===== src/rtl/calc_pkg.sv =====
// Shared definitions for the calculator keypad front end: matrix geometry,
// key meanings, scanner state encoding and snapshot classes.
package calc_pkg;

  localparam int ROWS = 4;
  localparam int COLS = 4;
  localparam int KEYS = ROWS * COLS;

  // Key code is {row[1:0], col[1:0]}; the constants name what each position means.
  localparam logic [3:0] KEY_0   = 4'h0;
  localparam logic [3:0] KEY_1   = 4'h1;
  localparam logic [3:0] KEY_2   = 4'h2;
  localparam logic [3:0] KEY_3   = 4'h3;
  localparam logic [3:0] KEY_4   = 4'h4;
  localparam logic [3:0] KEY_5   = 4'h5;
  localparam logic [3:0] KEY_6   = 4'h6;
  localparam logic [3:0] KEY_7   = 4'h7;
  localparam logic [3:0] KEY_8   = 4'h8;
  localparam logic [3:0] KEY_9   = 4'h9;
  localparam logic [3:0] KEY_ADD = 4'hA;
  localparam logic [3:0] KEY_SUB = 4'hB;
  localparam logic [3:0] KEY_MUL = 4'hC;
  localparam logic [3:0] KEY_EQ  = 4'hD;
  localparam logic [3:0] KEY_CLR = 4'hE;
  localparam logic [3:0] KEY_DOT = 4'hF;

  typedef enum logic [1:0] {
    IDLE     = 2'd0,
    DEBOUNCE = 2'd1,
    HELD     = 2'd2
  } scan_state_e;

  typedef enum logic [1:0] {
    CLS_NONE   = 2'd0,
    CLS_SINGLE = 2'd1,
    CLS_MULTI  = 2'd2
  } key_class_e;

  // Active-low row drive pattern for a given row index.
  function automatic logic [ROWS-1:0] row_drive(input logic [1:0] idx);
    logic [ROWS-1:0] one_hot;
    one_hot = 4'b0001;
    return ~(one_hot << idx);
  endfunction

endpackage


===== src/rtl/key_classifier.sv =====
// Combinational classification of a full-matrix snapshot into none, exactly
// one key (with its code) or several keys.
module key_classifier
  import calc_pkg::*;
(
  input  logic [KEYS-1:0] snapshot_i,
  output logic [1:0]      class_o,
  output logic [3:0]      code_o
);

  logic [4:0] count;

  always_comb begin
    count  = 5'd0;
    code_o = 4'd0;
    for (int i = 0; i < KEYS; i++) begin
      if (snapshot_i[i]) begin
        count  = count + 5'd1;
        code_o = 4'(i);
      end
    end
    if (count == 5'd0) begin
      class_o = CLS_NONE;
    end else if (count == 5'd1) begin
      class_o = CLS_SINGLE;
    end else begin
      class_o = CLS_MULTI;
    end
  end

endmodule


===== src/rtl/keypad_scanner.sv =====
// 4x4 keypad matrix scanner: row drive, column synchronizer, per-scan snapshot,
// press/release debounce with ghost rejection, and a valid/ack key handoff.
module keypad_scanner
  import calc_pkg::*;
#(
  parameter int SCAN_DIV       = 10000,
  parameter int DEBOUNCE_SCANS = 4
) (
  input  logic            clock,
  input  logic            reset,
  output logic [ROWS-1:0] rows,
  input  logic [COLS-1:0] columns,
  output logic            key_valid,
  output logic [3:0]      key_code,
  input  logic            key_ack,
  output logic            overrun
);

  localparam int CW = (SCAN_DIV > 1) ? $clog2(SCAN_DIV) : 1;
  localparam logic [CW-1:0] SLOT_LAST = CW'(SCAN_DIV - 1);
  localparam logic [3:0] DB_TARGET = 4'(DEBOUNCE_SCANS);

  logic [COLS-1:0] col_meta_q, col_sync_q;
  logic [CW-1:0]   slot_cnt_q;
  logic [1:0]      row_idx_q;
  logic [ROWS-1:0] rows_q;
  logic [KEYS-1:0] snapshot_q, snapshot_d;
  scan_state_e     state_q;
  logic [3:0]      cand_q, cnt_q, rel_q;
  logic            key_valid_q, overrun_q;
  logic [3:0]      key_code_q;
  logic            sample_pt, scan_end;
  logic [1:0]      cls_class;
  logic [3:0]      cls_code;
  logic            emit_d;
  logic [3:0]      emit_code_d;

  assign rows      = rows_q;
  assign key_valid = key_valid_q;
  assign key_code  = key_code_q;
  assign overrun   = overrun_q;

  // Columns are raw board pins; idle level (no key) is all ones.
  always_ff @(posedge clock) begin
    if (reset) begin
      col_meta_q <= '1;
      col_sync_q <= '1;
    end else begin
      col_meta_q <= columns;
      col_sync_q <= col_meta_q;
    end
  end

  always_ff @(posedge clock) begin
    if (reset) begin
      slot_cnt_q <= '0;
      row_idx_q  <= 2'd0;
      rows_q     <= 4'b1110;
    end else if (slot_cnt_q == SLOT_LAST) begin
      slot_cnt_q <= '0;
      row_idx_q  <= row_idx_q + 2'd1;
      rows_q     <= row_drive(row_idx_q + 2'd1);
    end else begin
      slot_cnt_q <= slot_cnt_q + CW'(1);
    end
  end

  assign sample_pt = (slot_cnt_q == SLOT_LAST);
  assign scan_end  = sample_pt && (row_idx_q == 2'd3);

  // The row being sampled this cycle is merged in so scan end sees all 16 keys.
  always_comb begin
    snapshot_d = snapshot_q;
    if (sample_pt) begin
      snapshot_d[{row_idx_q, 2'b00} +: COLS] = ~col_sync_q;
    end
  end

  always_ff @(posedge clock) begin
    if (reset) begin
      snapshot_q <= '0;
    end else begin
      snapshot_q <= snapshot_d;
    end
  end

  key_classifier u_classifier (
    .snapshot_i (snapshot_d),
    .class_o    (cls_class),
    .code_o     (cls_code)
  );

  always_comb begin
    emit_d      = 1'b0;
    emit_code_d = cand_q;
    if (scan_end) begin
      case (state_q)
        IDLE: begin
          if (cls_class == CLS_SINGLE && DEBOUNCE_SCANS == 1) begin
            emit_d      = 1'b1;
            emit_code_d = cls_code;
          end
        end
        DEBOUNCE: begin
          if (cls_class == CLS_SINGLE && cls_code == cand_q &&
              (cnt_q + 4'd1) == DB_TARGET) begin
            emit_d = 1'b1;
          end
        end
        default: ;
      endcase
    end
  end

  always_ff @(posedge clock) begin
    if (reset) begin
      state_q     <= IDLE;
      cand_q      <= 4'd0;
      cnt_q       <= 4'd0;
      rel_q       <= 4'd0;
      key_valid_q <= 1'b0;
      key_code_q  <= 4'd0;
      overrun_q   <= 1'b0;
    end else begin
      if (scan_end) begin
        case (state_q)
          IDLE: begin
            if (cls_class == CLS_SINGLE) begin
              cand_q  <= cls_code;
              rel_q   <= 4'd0;
              cnt_q   <= (DEBOUNCE_SCANS == 1) ? 4'd0 : 4'd1;
              state_q <= (DEBOUNCE_SCANS == 1) ? HELD : DEBOUNCE;
            end
          end
          DEBOUNCE: begin
            if (cls_class == CLS_SINGLE && cls_code == cand_q) begin
              if (emit_d) begin
                state_q <= HELD;
                cnt_q   <= 4'd0;
                rel_q   <= 4'd0;
              end else begin
                cnt_q <= cnt_q + 4'd1;
              end
            end else begin
              state_q <= IDLE;
              cnt_q   <= 4'd0;
            end
          end
          HELD: begin
            // Ghosted (multi-key) snapshots still count as "something held".
            if (cls_class == CLS_NONE) begin
              if ((rel_q + 4'd1) == DB_TARGET) begin
                state_q <= IDLE;
                rel_q   <= 4'd0;
              end else begin
                rel_q <= rel_q + 4'd1;
              end
            end else begin
              rel_q <= 4'd0;
            end
          end
          default: begin
            state_q <= IDLE;
            cnt_q   <= 4'd0;
            rel_q   <= 4'd0;
          end
        endcase
      end

      if (emit_d) begin
        if (!key_valid_q || key_ack) begin
          key_code_q  <= emit_code_d;
          key_valid_q <= 1'b1;
        end else begin
          overrun_q <= 1'b1;
        end
      end else if (key_ack && key_valid_q) begin
        key_valid_q <= 1'b0;
      end

      if (key_ack) begin
        overrun_q <= 1'b0;
      end
    end
  end

endmodule


===== config.mk =====
export PLATFORM = sky130hd
export DESIGN_NAME = keypad_scanner
export DESIGN_NICKNAME = d
export VERILOG_FILES = /design/src/rtl/calc_pkg.sv /design/src/rtl/key_classifier.sv /design/src/rtl/keypad_scanner.sv
export SDC_FILE = /design/constraint.sdc
export NUM_CORES = 1
export LEC_CHECK = 0
export BUFFER_PORTS_ARGS = -buffer_cell sky130_fd_sc_hd__buf_2
export CORE_AREA = 2 2 100 102
export DETAILED_ROUTE_END_ITERATION = 10
export DIE_AREA = 0 0 102 104
export PLACE_DENSITY_LB_ADDON = 0.12
export SYNTH_ARGS = -nofsm -noshare
export SYNTH_HDL_FRONTEND = slang
export SYNTH_SLANG_ARGS = --single-unit

===== constraint.sdc =====
create_clock -name clock -period 18.2 [get_ports clock]
set_input_delay 0 -clock clock [delete_from_list [all_inputs] [get_ports clock]]
set_output_delay 0 -clock clock [all_outputs]
set_load 0.005 [all_outputs]

After elaboration in Yosys (flattened, before gate mapping)
Index checks and enable logic that the tools add are counted.
{"block": "classes", "bitwise_logic": 4, "eq_ne": 16, "reduce_logical": 19, "shifts": 3, "mux": 57, "addsub": 20}
{"op": "$mux W5", "count": 15}
{"op": "$add A5 B1 Y5 const B", "count": 14}
{"op": "$mux W4", "count": 16}
{"op": "$pmux W4 S3", "count": 2}
{"op": "$mux W2", "count": 9}
{"op": "$bwmux W16", "count": 1}
{"op": "$mux W16", "count": 1}
{"op": "$shift A4 B6 Y16 const A", "count": 1}
{"op": "$shiftx A4 B6 Y16", "count": 1}
{"op": "$add A14 B1 Y14 const B", "count": 1}
{"op": "$eq A14 B14 Y1 const B", "count": 1}
{"op": "$mux W3", "count": 4}
{"op": "$ne A2 B2 Y1 const B", "count": 5}
{"op": "$add A4 B1 Y4 const B", "count": 2}
{"op": "$eq A4 B3 Y1 const B", "count": 2}
{"op": "$mux W1", "count": 8}
{"op": "$not A4 Y4", "count": 2}
{"op": "$neg A4 Y6", "count": 1}
{"op": "$pmux W2 S3", "count": 1}
{"op": "$reduce_and A2 Y1", "count": 3}
{"op": "$reduce_and A3 Y1", "count": 2}
{"op": "$eq A5 B1 Y1 const B", "count": 1}
{"op": "$logic_not A5 Y1", "count": 1}
{"op": "$reduce_and A5 Y1", "count": 1}
{"op": "other kinds (16)", "count": 24}
{"block": "word_totals", "regBits": 64, "input_bits": 7, "elab_cells": 132, "out_inout_bits": 10}

Logic depth before layout (Yosys ltp)
Gate-level depths: netlist of the first run.
{"block": "depth", "ltp_word": 47, "ltp_mapped": 62, "depth_no_buf": 58}

Cells and area by module
Synthesis of the first run repeated with hierarchy kept, for this count alone.
{"block": "unflattened", "cells_unflattened": 558, "hier_area_um2": 4704.5}
{"module": "keypad_scanner", "area_per_inst_um2": 2887.8, "instances": 1, "seq_area_each_um2": 1281.2, "cells_each": 324}
{"module": "key_classifier", "area_per_inst_um2": 1816.7, "instances": 1, "seq_area_each_um2": 0.0, "cells_each": 234}

Least setup slack after synthesis of the first run
No wires, ideal clock.
{"block": "synth_timing", "path_type": "flip-flop to flip-flop", "from": "register slot_cnt_q[5]", "to": "register cand_q[1]", "setup_ns": 0.123, "arrival_ns": 10.703, "required_time_ns": 18.077, "period_less_slack_ns": 10.826, "path_buffers": 3, "path_stages_with_launch": 58, "slack_ns": 7.374, "cell_sequence": "dfxtp_1 > or4b_1 > buf_2 > or4_1 > clkbuf_1 > nor4_1 > a21oi_1 > ha_1 > clkbuf_1 > xnor2_1 > ha_1 > nand2b_1 > o31ai_1 > nor2_1 > nor2_1 > inv_1 > ha_1 > nor2_1 > (+22 left out) > ha_1 > nor2_1 > a21oi_1 > ha_1 > nand2b_1 > nand2b_1 > ha_1 > o22a_1 > ha_1 > nand2_1 > nand2_1 > ha_1 > xor2_1 > xnor2_1 > or3_1 > mux2i_1 > nand3_2 > mux2_1"}
{"block": "synth_between", "elab_chain_len": 38, "word_cells_on_any_way": 54, "classes_between": "add/sub (15); eq/ne (3); mux (33); reduce/logical (3)"}
{"item": "start: declaration", "line_no": "keypad_scanner.sv:24", "source": "logic [CW-1:0] slot_cnt_q;"}
{"item": "start signal: assignment", "line_no": "keypad_scanner.sv:64", "source": "slot_cnt_q <= slot_cnt_q + CW'(1);"}
{"item": "$eq A14 B14 Y1 (*)", "line_no": "keypad_scanner.sv:68", "source": "assign sample_pt = (slot_cnt_q == SLOT_LAST);"}
{"item": "$mux W16", "line_no": "keypad_scanner.sv:74", "source": "if (sample_pt) begin"}
{"item": "$mux W1", "line_no": "key_classifier.sv:17", "source": "if (snapshot_i[i]) begin"}
{"item": "$add A1 B1 Y2", "line_no": "key_classifier.sv:18", "source": "count = count + 5'd1;"}
{"item": "$mux W5", "line_no": "key_classifier.sv:17"}
{"item": "$add A5 B1 Y5", "line_no": "key_classifier.sv:18"}
{"item": "$mux W5", "line_no": "key_classifier.sv:17"}
{"item": "$add A5 B1 Y5", "line_no": "key_classifier.sv:18"}
{"item": "(+22 left out)"}
{"item": "$mux W5", "line_no": "key_classifier.sv:17"}
{"item": "$add A5 B1 Y5", "line_no": "key_classifier.sv:18"}
{"item": "$mux W5", "line_no": "key_classifier.sv:17"}
{"item": "$eq A5 B1 Y1", "line_no": "key_classifier.sv:24", "source": "end else if (count == 5'd1) begin"}
{"item": "$mux W2", "line_no": "key_classifier.sv:24"}
{"item": "$mux W2", "line_no": "key_classifier.sv:22", "source": "if (count == 5'd0) begin"}
{"item": "$eq A2 B1 Y1", "line_no": "keypad_scanner.sv:128", "source": "if (cls_class == CLS_SINGLE) begin"}
{"item": "$reduce_and A3 Y1 (no source line)"}
{"item": "end signal: assignment", "line_no": "keypad_scanner.sv:129", "source": "cand_q <= cls_code;"}
{"item": "end: declaration", "line_no": "keypad_scanner.sv:29", "source": "logic [3:0] cand_q, cnt_q, rel_q;"}
Every way passes the cells marked *; elsewhere a longest branch is shown, timed or not.
A chain may end at the register's enable or synchronous reset.

Final worst setup path of the first run
{"block": "layout_timing", "from": "register slot_cnt_q[0]", "to": "register key_code_q[0], in the netlist key_code[0]"}
{"block": "layout_between", "elab_chain_len": 43, "word_cells_on_any_way": 61, "classes_between": "add/sub (15); eq/ne (4); mux (37); reduce/logical (5)"}
{"item": "$eq A14 B14 Y1 (*)", "line_no": "keypad_scanner.sv:68"}
{"item": "$mux W16", "line_no": "keypad_scanner.sv:74"}
{"item": "$mux W1", "line_no": "key_classifier.sv:17"}
{"item": "$add A1 B1 Y2", "line_no": "key_classifier.sv:18"}
{"item": "$mux W5", "line_no": "key_classifier.sv:17"}
{"item": "$add A5 B1 Y5", "line_no": "key_classifier.sv:18"}
{"item": "$mux W5", "line_no": "key_classifier.sv:17"}
{"item": "$add A5 B1 Y5", "line_no": "key_classifier.sv:18"}
{"item": "(+26 left out)"}
{"item": "$mux W2", "line_no": "key_classifier.sv:24"}
{"item": "$mux W2", "line_no": "key_classifier.sv:22"}
{"item": "$eq A2 B1 Y1", "line_no": "keypad_scanner.sv:105", "source": "if (cls_class == CLS_SINGLE && cls_code == cand_q &&"}
{"item": "$logic_and A1 B1 Y1 (2 in series)", "line_no": "keypad_scanner.sv:105"}
{"item": "$mux W1", "line_no": "keypad_scanner.sv:105"}
{"item": "$mux W1", "line_no": "keypad_scanner.sv:97", "source": "case (state_q)"}
{"item": "$mux W1 (*)", "line_no": "keypad_scanner.sv:96", "source": "if (scan_end) begin"}
{"item": "$reduce_and A2 Y1 (no source line) (*)"}
{"item": "end signal: assignment", "line_no": "keypad_scanner.sv:172", "source": "key_code_q <= emit_code_d;"}
{"item": "end: declaration", "line_no": "keypad_scanner.sv:31", "source": "logic [3:0] key_code_q;"}
Marks and branches as above.

==> results.ini, run 1 <==
[route]
wl_met3_microns = 401
wl_per_cell_microns = 15.0
wl_microns = 11300
top_layer = met4
vias = 4332
ant_nets = 0
met2_length_microns = 5170
vias_per_cell = 5.72
drt-initial-drc-count = 273
post-route-drc-count = 0
wl_met1_microns = 5640
dr.pass1.iters = 4

[cells_and_area]
fin_cells = 757
stdcell_area_sq_um = 5330
area_growth_pct = 8.36
nFillCells = 916
layout_commonest_cell = nor2_1
drive_gt1_share_pct = 12.3
diodes = 0
fin_nets = 648
layout_common_cells = 69 x nor2_1, 64 x dfxtp_1, 53 x nand2_1

[synthesis]
synth_cell_types = 73
ys_async_sr_fraction_pct = 0
syn_area_per_cell_sq_um = 8.04
synth_edf_count = 0
synthAdderAreaFrac_pct = 5.80
synthFlopType = dfxtp_1
synth-compound-area-share_pct = 15.5
ys_seq_area_share_pct = 26.0
synth_area_sq_um = 4920
synth-simple-area-share_pct = 27.4
synthXorXnorAreaFrac_pct = 15.6
muxShareOfSynthArea_pct = 6.25
synth-seq-cells = 64
synth_top_family_by_area = simple AND/OR/NAND/NOR gates
synthCells = 612
mappedNetlistNets = 641
yosysWarningCount = 0

[cts]
htreeDepth = 3
holdBufCountCts = 5
clkTransAtPathRegs_ps = 70
root_buffer = clkbuf_8
cts_tree = done
clockBufferDepth = 2
cts_buffers = 9
clk-insertion-delay-late_ps = 350
cts.sinks = 64
cts_setup_buffers = 0
cts_resized = 0

[sta]
fmax_mhz = 81.6
maxSlewHeadroom_pct = 39.1
hold_ws_ps = 232
setup_viol = 0
rsz0062_at_grt = false
hold_viol = 0
drv_slew = 0
tightest_slew_ps = 888
fin_ws_ps = 5950
period_share_pct = 67.3
fin_skew_ps = 7.59
period_needed_ps = 12250
setup-tns-final_ps = 0

[power_and_ir_drop]
powerDensity_nw_per_um2 = 51.9
p_switching_uw = 60.9
p_int_uw = 216
ir_worst_vdd_uv = 64.1
p_clk_share_pct = 44.4
pwr-share-seq_pct = 52.1
comb_power_share_pct = 3.5
power_leakage_nw = 2.13
switching_share_pct = 22.0

[global_route]
grt-ovfl-total = 0
grt_max_degree = 45
antenna_found_initial = 0
grt_usage_pct = 22.4
first_global_vias = 4020
grt_pass1_wl_microns = 19300

[critical_path]
slowest_delay_ps = 810
critPathKind = flip-flop to flip-flop
cpMaxStageDelayCell = or4_1
required_ps = 18390
cp_common_cell = ha_1
start_kind = flip-flop
worst_setup_path_end_kind = flip-flop
cp_max_fo = 12
arrival_ps = 12440

[floorplanning]
die_w_microns = 102
core_area_sq_um = 9550
fp.dieArea_sq_um = 10600
start_util_pct = 51.5
dieHeight_microns = 104
top_level_ports = 17
num_rows = 36

[place]
port_buffers = 16
dp_cells = 736
place_area_sq_um = 5080
dpl.hpwl_microns = 8380
dp_slack_ps = 6100
globalplace.congestion = 0.954

[flow_run]
drv_cap = 0

[min_path]
min_path_type = input port to flip-flop

[run_status]
status = completed

## metal layers
| metal | up-vias | track usage, % |
|---|---|---|
| li1 | 2201 | - |
| met1 | 2042 | 32.2 |
| met2 | 81 | 34.7 |
| met3 | 8 | 3.56 |
| met4 | 0 | 5.90 |
| met5 | - | 0 |
## kinds of logic after synthesis
family,count (synthesis)
xor+xnor,71
buf+inv,43
simple gates,266
fa+ha+maj,23
compound gates,117
mux,28
flops,64
## flip-flops by register name, indices dropped and copies added, names as in the netlist
register    count
key_valid       1
col_sync_q      4
cnt_q           4
slot_cnt_q     14
overrun         1
col_meta_q      4
cand_q          4
key_code        4
snapshot_q     16
state_q         2
rel_q           4
rows            4
row_idx_q       2
## cell usage after synthesis, drive strengths merged, types with 6 or more instances
| cell type | number | area [sq um] |
|---|---|---|
| or2 | 11 | 68.8 |
| xnor2 | 42 | 443 |
| inv | 15 | 56.3 |
| and2 | 7 | 43.8 |
| o31ai | 9 | 72.6 |
| ha | 22 | 275 |
| dfxtp | 64 | 1280 |
| buf | 6 | 30.0 |
| nand3 | 35 | 180 |
| a31oi | 7 | 58.8 |
| nand4 | 10 | 62.6 |
| nor4 | 8 | 65.1 |
| o21ai | 33 | 169 |
| and3 | 14 | 87.6 |
| mux2 | 12 | 135 |
| nand2 | 54 | 205 |
| nor2 | 69 | 259 |
| a21oi | 32 | 160 |
| clkbuf | 22 | 82.6 |
| mux2i | 16 | 173 |
| xor2 | 25 | 234 |
| nand2b | 8 | 50.1 |
| nor3 | 20 | 100 |
## stage by stage
stage                     util, %  total power [mW]
after detailed placement     53.2             0.156
after floorplan                 -             0.153
after global routing         55.9             0.290
after global placement       53.2             0.156
after CTS                    55.9             0.282
final                        55.9             0.277
## power by group through the flow
stage                     sequential [mW]  clock (mW)  combinational [mW]
after floorplan                     0.146           0             0.00734
after global placement              0.147           0             0.00866
after detailed placement            0.147           0             0.00877
after CTS                           0.144       0.128             0.00967
after global routing                0.145       0.134              0.0108
final                               0.144       0.123             0.00961
## cell type report
type                            count  area, sq um  share of cell area (%)
Timing Repair Buffer               24          153                    2.86
Multi-Input combinational cell    505         3480                    65.2
Clock inverter                      3         40.0                   0.751
Tap cell                          133          166                    3.12
Sequential cell                    64         1280                    24.0
Inverter                           15         56.3                    1.06
Clock buffer                       13          159                    2.98
## path summary, 6_finish.rpt
| path | slack (ps) | startpoint | to | cells past startpoint |
|---|---|---|---|---|
| worst min-delay path | 230 | reset | row_idx_q[0] | 2 |
| worst max register to register | 5950 | slot_cnt_q[0] | key_code[0] | 56 |
| worst max-delay path | 5950 | slot_cnt_q[0] | key_code[0] | 56 |
| worst min register to register | 410 | col_meta_q[2] | col_sync_q[2] | 1 |
## critical path: cells and delay by family (launching register included)
kind / cells / cell delay (ps)
adder cells (fa/ha/maj): 15 / 4440
AND/OR/NAND/NOR: 19 / 3580
AO/OA/AOI/OAI: 15 / 2180
multiplexers: 2 / 880
XOR/XNOR: 3 / 480
flip-flops: 1 / 350
buffers and inverters: 2 / 190
(Power assumes the default switching activity.)
==> inputs of run 2 (changes only) <==
Clock period 18.2 ns to 10.2 ns, I/O delays scaled along.
==> run 2 against run 1 <==
  * The run now ends with setup timing left
  * Clock power grew 100%
  * Utilization up 8.7 points
  * Flip-flop and latch count unchanged
  * Sequential power grew 79%
  * Hold slack worse by 3.9 ps
  * Final cell count rose by 7.5%
  * Power grew 89%
  * Largest cell class unchanged
  * Maximum frequency rose by 17%
  * Sequential share of layout area down 3.2 points
  * Design area up 16%
==> results.ini, run 2 (synthesis gave the netlist of run 1 again) <==
[power_and_ir_drop]
ir_worst_vdd_uv = 83.0  ; was 64.1 uV
powerDensity_nw_per_um2 = 85.2  ; was 51.9 nW/um^2
p_total_uw = 525  ; was 277 uW
power_leakage_nw = 2.46  ; was 2.13 nW

[global_route]
grt_usage_pct = 23.7  ; was 22.4%
grt_max_degree = 45  ; unchanged
grt_pass1_wl_microns = 20500  ; was 19300 microns
antenna_found_initial = 0  ; unchanged
first_global_vias = 4400  ; was 4020
grt-ovfl-total = 0  ; unchanged

[min_path]
hold_depth = 2  ; unchanged
min_path_type = input port to flip-flop  ; unchanged
worstHoldEndpoint = snapshot_q[0]  ; was row_idx_q[0]
min-delay-start = reset  ; unchanged

[cts]
cts.sinks = 64  ; unchanged
cts_tree = done  ; unchanged
clkTransAtPathRegs_ps = 70  ; about the same
clockBufferDepth = 2  ; unchanged
root_buffer = clkbuf_8  ; unchanged
clk-insertion-delay-late_ps = 350  ; about the same
cts_buffers = 9  ; unchanged
htreeDepth = 3  ; unchanged

[flow_run]
drv_cap = 0  ; unchanged

[sta]
fmax_mhz = 95.9  ; was 81.6 MHz
setup_viol = 20  ; was 0
hold_ws_ps = 228  ; was 232 ps
drv_slew = 0  ; unchanged
fin_skew_ps = 9.84  ; was 7.59 ps
period_share_pct = 102  ; was 67.3%
tightest_slew_ps = 970  ; was 888 ps
period_needed_ps = 10430  ; was 12250 ps
setup-tns-final_ps = -3090  ; was 0 ps
maxSlewHeadroom_pct = 34.8  ; was 39.1%
fin_ws_ps = -231  ; was 5950 ps
hold_viol = 0  ; unchanged
rsz0062_at_grt = true  ; was false

[critical_path]
required_ps = 10440  ; was 18390 ps
r2r_setup_slack_ps = -230  ; was 5950 ps
worst_setup_path_end_kind = flip-flop  ; unchanged
start_kind = flip-flop  ; unchanged
slowest_delay_ps = 530  ; was 810 ps
reg2reg_to = cand_q[1]  ; was key_code[0]
cp-startpoint = slot_cnt_q[5]  ; was slot_cnt_q[0]
cp_num_buf_inv = 5  ; was 2
cpMaxStageDelayCell = or4b_4  ; was or4_1
arrival_ps = 10670  ; was 12440 ps
cp_max_fo = 3  ; was 12
critPathKind = flip-flop to flip-flop  ; unchanged
r2r_start = slot_cnt_q[5]  ; was slot_cnt_q[0]
r2r_cells = 57  ; was 56
critPathTopFamily = adder cells  ; unchanged

[place]
globalplace.congestion = 0.886  ; was 0.954
dpl.hpwl_microns = 8870  ; was 8380 microns
port_buffers = 16  ; unchanged

[cells_and_area]
largest_reg_flops = 16  ; unchanged
largestRegisters = snapshot_q: 16 flops, slot_cnt_q: 14 flops  ; unchanged
diodes = 0  ; unchanged
regMostFlops = snapshot_q  ; unchanged
fin_nets = 705  ; was 648
layout_commonest_cell = nor2_1  ; unchanged
layout_common_cells = 68 x nor2_1, 63 x dfxtp_1, 53 x buf_4  ; was 69 x nor2_1, 64 x dfxtp_1, 53 x nand2_1
drive_gt1_share_pct = 26.7  ; was 12.3%
area_growth_pct = 25.2  ; was 8.36%

[route]
vias = 4625  ; was 4332
wl_per_cell_microns = 15.2  ; was 15.0 microns
ant_nets = 0  ; unchanged
post-route-drc-count = 0  ; unchanged
vias_per_cell = 5.68  ; was 5.72
drt-initial-drc-count = 226  ; was 273
dr.pass1.iters = 5  ; was 4
wl_microns = 12400  ; was 11300 microns

[floorplanning]
fp.dieArea_sq_um = 10600  ; unchanged
top_level_ports = 17  ; unchanged
die_w_microns = 102  ; unchanged
num_rows = 36  ; unchanged
dieHeight_microns = 104  ; unchanged
start_util_pct = 51.5  ; unchanged
core_area_sq_um = 9550  ; unchanged

[run_status]
status = finished, violations left  ; was completed
failed_checks = setup timing

run 2: changes by cell type in the layout (fill, tap and decap cells not counted), moves of 4 or more:
cell / delta
buf_6: +6
ha_1: -8
a21oi_2: +4
o21ai_0: -7
a21oi_1: -4
mux2_4: +6
mux2_2: -5
o31ai_1: -4
nand2_1: -5
nand2_2: +4
ha_4: +6
o21ai_1: +6
buf_4: +50
run 2: routing by layer:
layer / track usage [%] / up-vias / share of wire [%]
li1: - / 2308 / -
met1: 31.7 / 2237 / 48
met2: 39.4 / 68 / 49
met3: 4.03 / 12 / 2.6
met4: 5.81 / 0 / 1.1
met5: 0 / - / 0
run 2: worst max-delay path by stage:
| stage | end | slack, ps | cells past startpoint |
|---|---|---|---|
| after floorplan | rel_q[1] | -230 | 58 |
| after detailed placement | rel_q[1] | -180 | 55 |
| after global routing | rel_q[1] | -740 | 56 |
| after CTS | rel_q[1] | -100 | 55 |
| final | cand_q[1] | -230 | 57 |
| after global placement | overrun | 80 | 54 |
run 2: area by class of cell:
type | count | area (sq um)
multi-input cells | 505 | 3810
repair buffers | 81 | 616
clock buffers | 10 | 138
flip-flops and latches | 64 | 1280
clock inverters | 6 | 92.6
well taps | 133 | 166
fillers | 857 | 3390
inverters | 15 | 56.3
run 2: power breakdown:
| part | switching (mW) | internal, mW |
|---|---|---|
| clock | 0.105 | 0.145 |
| sequential | 0.00487 | 0.253 |
| combinational | 0.00981 | 0.00715 |
| total | 0.120 | 0.405 |
run 2: timing repair:
action                     CTS  global route
setup buffers                6             9
gates resized for setup      8            49
hold buffers                 5             0
setup endpoints to repair   20            20
hold endpoints to repair     6             0
pin swaps                    9            39
run 2: through the flow:
stage | util (%) | worst slack [ps] | instances | instance area [sq um]
after detailed placement | 57.5 | -184 | 778 | 5490
after global routing | 64.5 | -744 | 814 | 6160
after global placement | 57.5 | 78.8 | 778 | 5490
after floorplan | - | -226 | 612 | 5040
after CTS | 61.4 | -104 | 805 | 5860
final | 64.5 | -231 | 814 | 6160
==> inputs of run 3 (changes only) <==
Settings changed: ABC_AREA set to 1, BUFFER_PORTS_ARGS -buffer_cell sky130_fd_sc_hd__buf_2 to -buffer_cell sky130_fd_sc_hd__clkbuf_2.
==> run 3 against run 2 <==
  * The flow now finishes without violations
  * Register-to-register slack better by 970 ps
  * Hold slack better by 67 ps
  * Critical path type unchanged
  * Utilization fell by 6.3 points
  * Sequential share of layout area is 2.3 points higher
  * Power shrank 3.4%
  * Global-route usage shrank 3.0 points
  * Synthesized cell count is 27% higher
  * Non-clock buffer count fell by 50
==> results.ini, run 3 <==
[run_status]
status = completed  ; was finished, violations left

[critical_path]
arrival_ps = 9730  ; was 10670 ps
cp_common_cell = nand2_1
worst_setup_path_end_kind = flip-flop  ; unchanged
cpMaxStageDelayCell = dfxtp_2  ; was or4b_4
slowest_delay_ps = 340  ; was 530 ps
reg2reg_to = cnt_q[0]  ; was cand_q[1]
r2r_start = slot_cnt_q[0]  ; was slot_cnt_q[5]
required_ps = 10470  ; was 10440 ps
cp_max_fo = 5  ; was 3
r2r_setup_slack_ps = 740  ; was -230 ps
start_kind = flip-flop  ; unchanged
r2r_cells = 62  ; was 57
critPathKind = flip-flop to flip-flop  ; unchanged

[sta]
period_needed_ps = 9460  ; was 10430 ps
fin_ws_ps = 742  ; was -231 ps
fin_skew_ps = 11.2  ; was 9.84 ps
hold_viol = 0  ; unchanged
setup_viol = 0  ; was 20
tightest_slew_ps = 721  ; was 970 ps
drv_slew = 0  ; unchanged
maxSlewHeadroom_pct = 51.9  ; was 34.8%
fmax_mhz = 106  ; was 95.9 MHz
period_share_pct = 92.7  ; was 102%

[floorplanning]
num_rows = 36  ; unchanged
start_util_pct = 51.3  ; was 51.5%
dieHeight_microns = 104  ; unchanged
top_level_ports = 17  ; unchanged
die_w_microns = 102  ; unchanged
core_area_sq_um = 9550  ; unchanged
fp.dieArea_sq_um = 10600  ; unchanged

[route]
ant_nets = 0  ; unchanged
wl_per_cell_microns = 11.1  ; was 15.2 microns
drt-initial-drc-count = 186  ; was 226
dr.pass1.iters = 4  ; was 5
post-route-drc-count = 0  ; unchanged
vias_per_cell = 5.00  ; was 5.68
vias = 4746  ; was 4625
wl_microns = 10500  ; was 12400 microns

[flow_run]
drv_cap = 0  ; unchanged

[cells_and_area]
regMostFlops = snapshot_q  ; unchanged
nFillCells = 958  ; was 857
drive_gt1_share_pct = 16.8  ; was 26.7%
largest_reg_flops = 16  ; unchanged
multi_input_area_sq_um = 3220  ; was 3810 sq um
diodes = 0  ; unchanged
area_growth_pct = 13.6  ; was 25.2%
largestRegisters = snapshot_q: 16 flops, slot_cnt_q: 14 flops  ; unchanged
layout_commonest_cell = nand2_1  ; was nor2_1
fin_cells = 950  ; was 814
fin_nets = 841  ; was 705
layout_common_cells = 189 x nand2_1, 114 x inv_1, 92 x nand3_1  ; was 68 x nor2_1, 63 x dfxtp_1, 53 x buf_4
seqCellArea_sq_um = 1290  ; was 1280 sq um

[cts]
root_buffer = clkbuf_8  ; unchanged
clkTransAtPathRegs_ps = 70  ; about the same
clk-insertion-delay-late_ps = 360  ; was 350 ps
cts.sinks = 64  ; unchanged
cts_tree = done  ; unchanged
clockBufferDepth = 2  ; unchanged
htreeDepth = 3  ; unchanged
cts_buffers = 9  ; unchanged

[synthesis]
ys_seq_area_share_pct = 26.2  ; was 26.0%
synth.area.top_cells = dfxtp_1 26%, nand2_1 15%, nand3_1 9.5%, inv_1 8.8%, nor2_1 6.8%  ; was dfxtp_1 26%, xnor2_1 6.2%, ha_1 5.6%, nor2_1 5.3%, xor2_1 4.1%
synthFlopType = dfxtp_1  ; unchanged
synthCells = 778  ; was 612
synth_cell_types = 42  ; was 73
yosys.area.top_type = dfxtp_1  ; unchanged
synth_common_cells = 193 x nand2_1, 115 x inv_1, 93 x nand3_1, 89 x nor2_1, 64 x dfxtp_1  ; was 69 x nor2_1, 64 x dfxtp_1, 53 x nand2_1, 35 x xnor2_1, 34 x nand3_1
mappedNetlistNets = 807  ; was 641
synth-seq-cells = 64  ; unchanged
synth_area_sq_um = 4890  ; was 4920 sq um
yosys.cell_count.top_type = nand2_1  ; was nor2_1
synth_top_area_share_pct = 26.2  ; was 26.0%
syn_area_per_cell_sq_um = 6.29  ; was 8.04 sq um
yosysWarningCount = 0  ; unchanged
ys_async_sr_fraction_pct = 0  ; unchanged
synth_edf_count = 0  ; unchanged

[power_and_ir_drop]
power_leakage_nw = 2.72  ; was 2.46 nW
comb_power_share_pct = 2.5  ; was 3.2%
p_clk_share_pct = 47.5  ; was 47.7%
powerDensity_nw_per_um2 = 91.2  ; was 85.2 nW/um^2
p_switching_uw = 107  ; was 120 uW
p_int_uw = 400  ; was 405 uW
switching_share_pct = 21.2  ; was 22.9%
pwr-share-seq_pct = 50.0  ; was 49.1%
ir_worst_vdd_uv = 74.8  ; was 83.0 uV

[global_route]
first_global_vias = 4334  ; was 4400
grt_max_degree = 36  ; was 45
grt_pass1_wl_microns = 18300  ; was 20500 microns
grt_usage_pct = 20.7  ; was 23.7%
antenna_found_initial = 0  ; unchanged
grt-ovfl-total = 0  ; unchanged

[min_path]
min-delay-start = reset  ; unchanged
worstHoldEndpoint = snapshot_q[7]  ; was snapshot_q[0]
hold_depth = 2  ; unchanged
min_path_type = input port to flip-flop  ; unchanged

[place]
dp_slack_ps = 265  ; was -184 ps
dpl.hpwl_microns = 7990  ; was 8870 microns
globalplace.congestion = 0.939  ; was 0.886
dp_cells = 919  ; was 778
port_buffers = 16  ; unchanged

==> run 3: changes by cell type after synthesis, sizes merged, moves of 17 or more <==
cell,before,now
clkbuf,22,4
inv,15,121
nand2,54,220
nand3,35,109
nor2,69,98
xnor2,42,2
xor2,25,8
==> run 3: what timing repair did <==
item	in CTS	in global routing
endpoints found under the hold margin	6	0
gates resized for setup	0	28
setup buffers	0	10
endpoints found under the setup margin	0	20
hold buffers	5	0
==> run 3: cell families (layout without fill, tap and decap cells) <==
kind of cell	Yosys count	count (layout)	synth area share, %
compound gates	74	74	8.41
xor+xnor	10	10	1.79
fa+ha+maj	22	22	5.62
buf+inv	130	169	10.1
flops	64	64	26.2
simple gates	478	478	47.9
==> run 3: critical path, delay by kind of cell (launching register included) <==
kind	cells	cell delay [ps]
AO/OA/AOI/OAI	3	470
adder cells (fa/ha/maj)	15	3940
buffers and inverters	7	470
flip-flops	1	340
AND/OR/NAND/NOR	37	4100
==> run 3: through the flow <==
| stage | hold WS (ps) | utilization (%) | total power [mW] | setup TNS, ps | cell area (sq um) |
|---|---|---|---|---|---|
| after floorplan | 104 | - | 0.267 | 0 | 4890 |
| after global placement | 184 | 53.4 | 0.270 | 0 | 5100 |
| after detailed placement | 192 | 53.4 | 0.270 | 0 | 5100 |
| after CTS | 300 | 56.3 | 0.513 | 0 | 5370 |
| after global routing | 351 | 58.2 | 0.525 | -159 | 5560 |
| final | 295 | 58.2 | 0.507 | 0 | 5560 |
==> run 3: how the worst max path moves through the flow <==
stage | from | end | slack [ps] | cells after the start
after detailed placement | row_idx_q[0] | rel_q[3] | 270 | 63
final | slot_cnt_q[0] | cnt_q[0] | 740 | 62
after CTS | row_idx_q[0] | rel_q[3] | 220 | 63
after floorplan | row_idx_q[0] | rel_q[3] | 1080 | 63
after global placement | row_idx_q[0] | key_code[1] | 640 | 61
after global routing | slot_cnt_q[1] | rel_q[3] | -30 | 63
==> run 3: final cells by class <==
cell class,count,area share (%)
multi-input cells,584,57.8
flip-flops and latches,64,23.1
inverters,122,8.39
repair buffers,31,3.69
well taps,133,2.99
clock buffers,10,2.48
clock inverters,6,1.49
==> run 3: power by group through the flow <==
stage | combinational, mW | clock (mW) | sequential [mW]
5_1_grt | 0.0146 | 0.257 | 0.254
4_1_cts | 0.0126 | 0.247 | 0.254
3_3_place_gp | 0.0108 | 0 | 0.259
2_1_floorplan | 0.00822 | 0 | 0.259
6_report | 0.0126 | 0.241 | 0.254
3_5_place_dp | 0.0110 | 0 | 0.259
==> run 3: routing by layer <==
layer  track usage, %  vias up  wire [microns]
met1             26.4     2121            5200
met4             7.33        0             191
met5                0        -               0
met2             35.0       40            4910
met3             3.29       12             223
li1                 -     2573               -
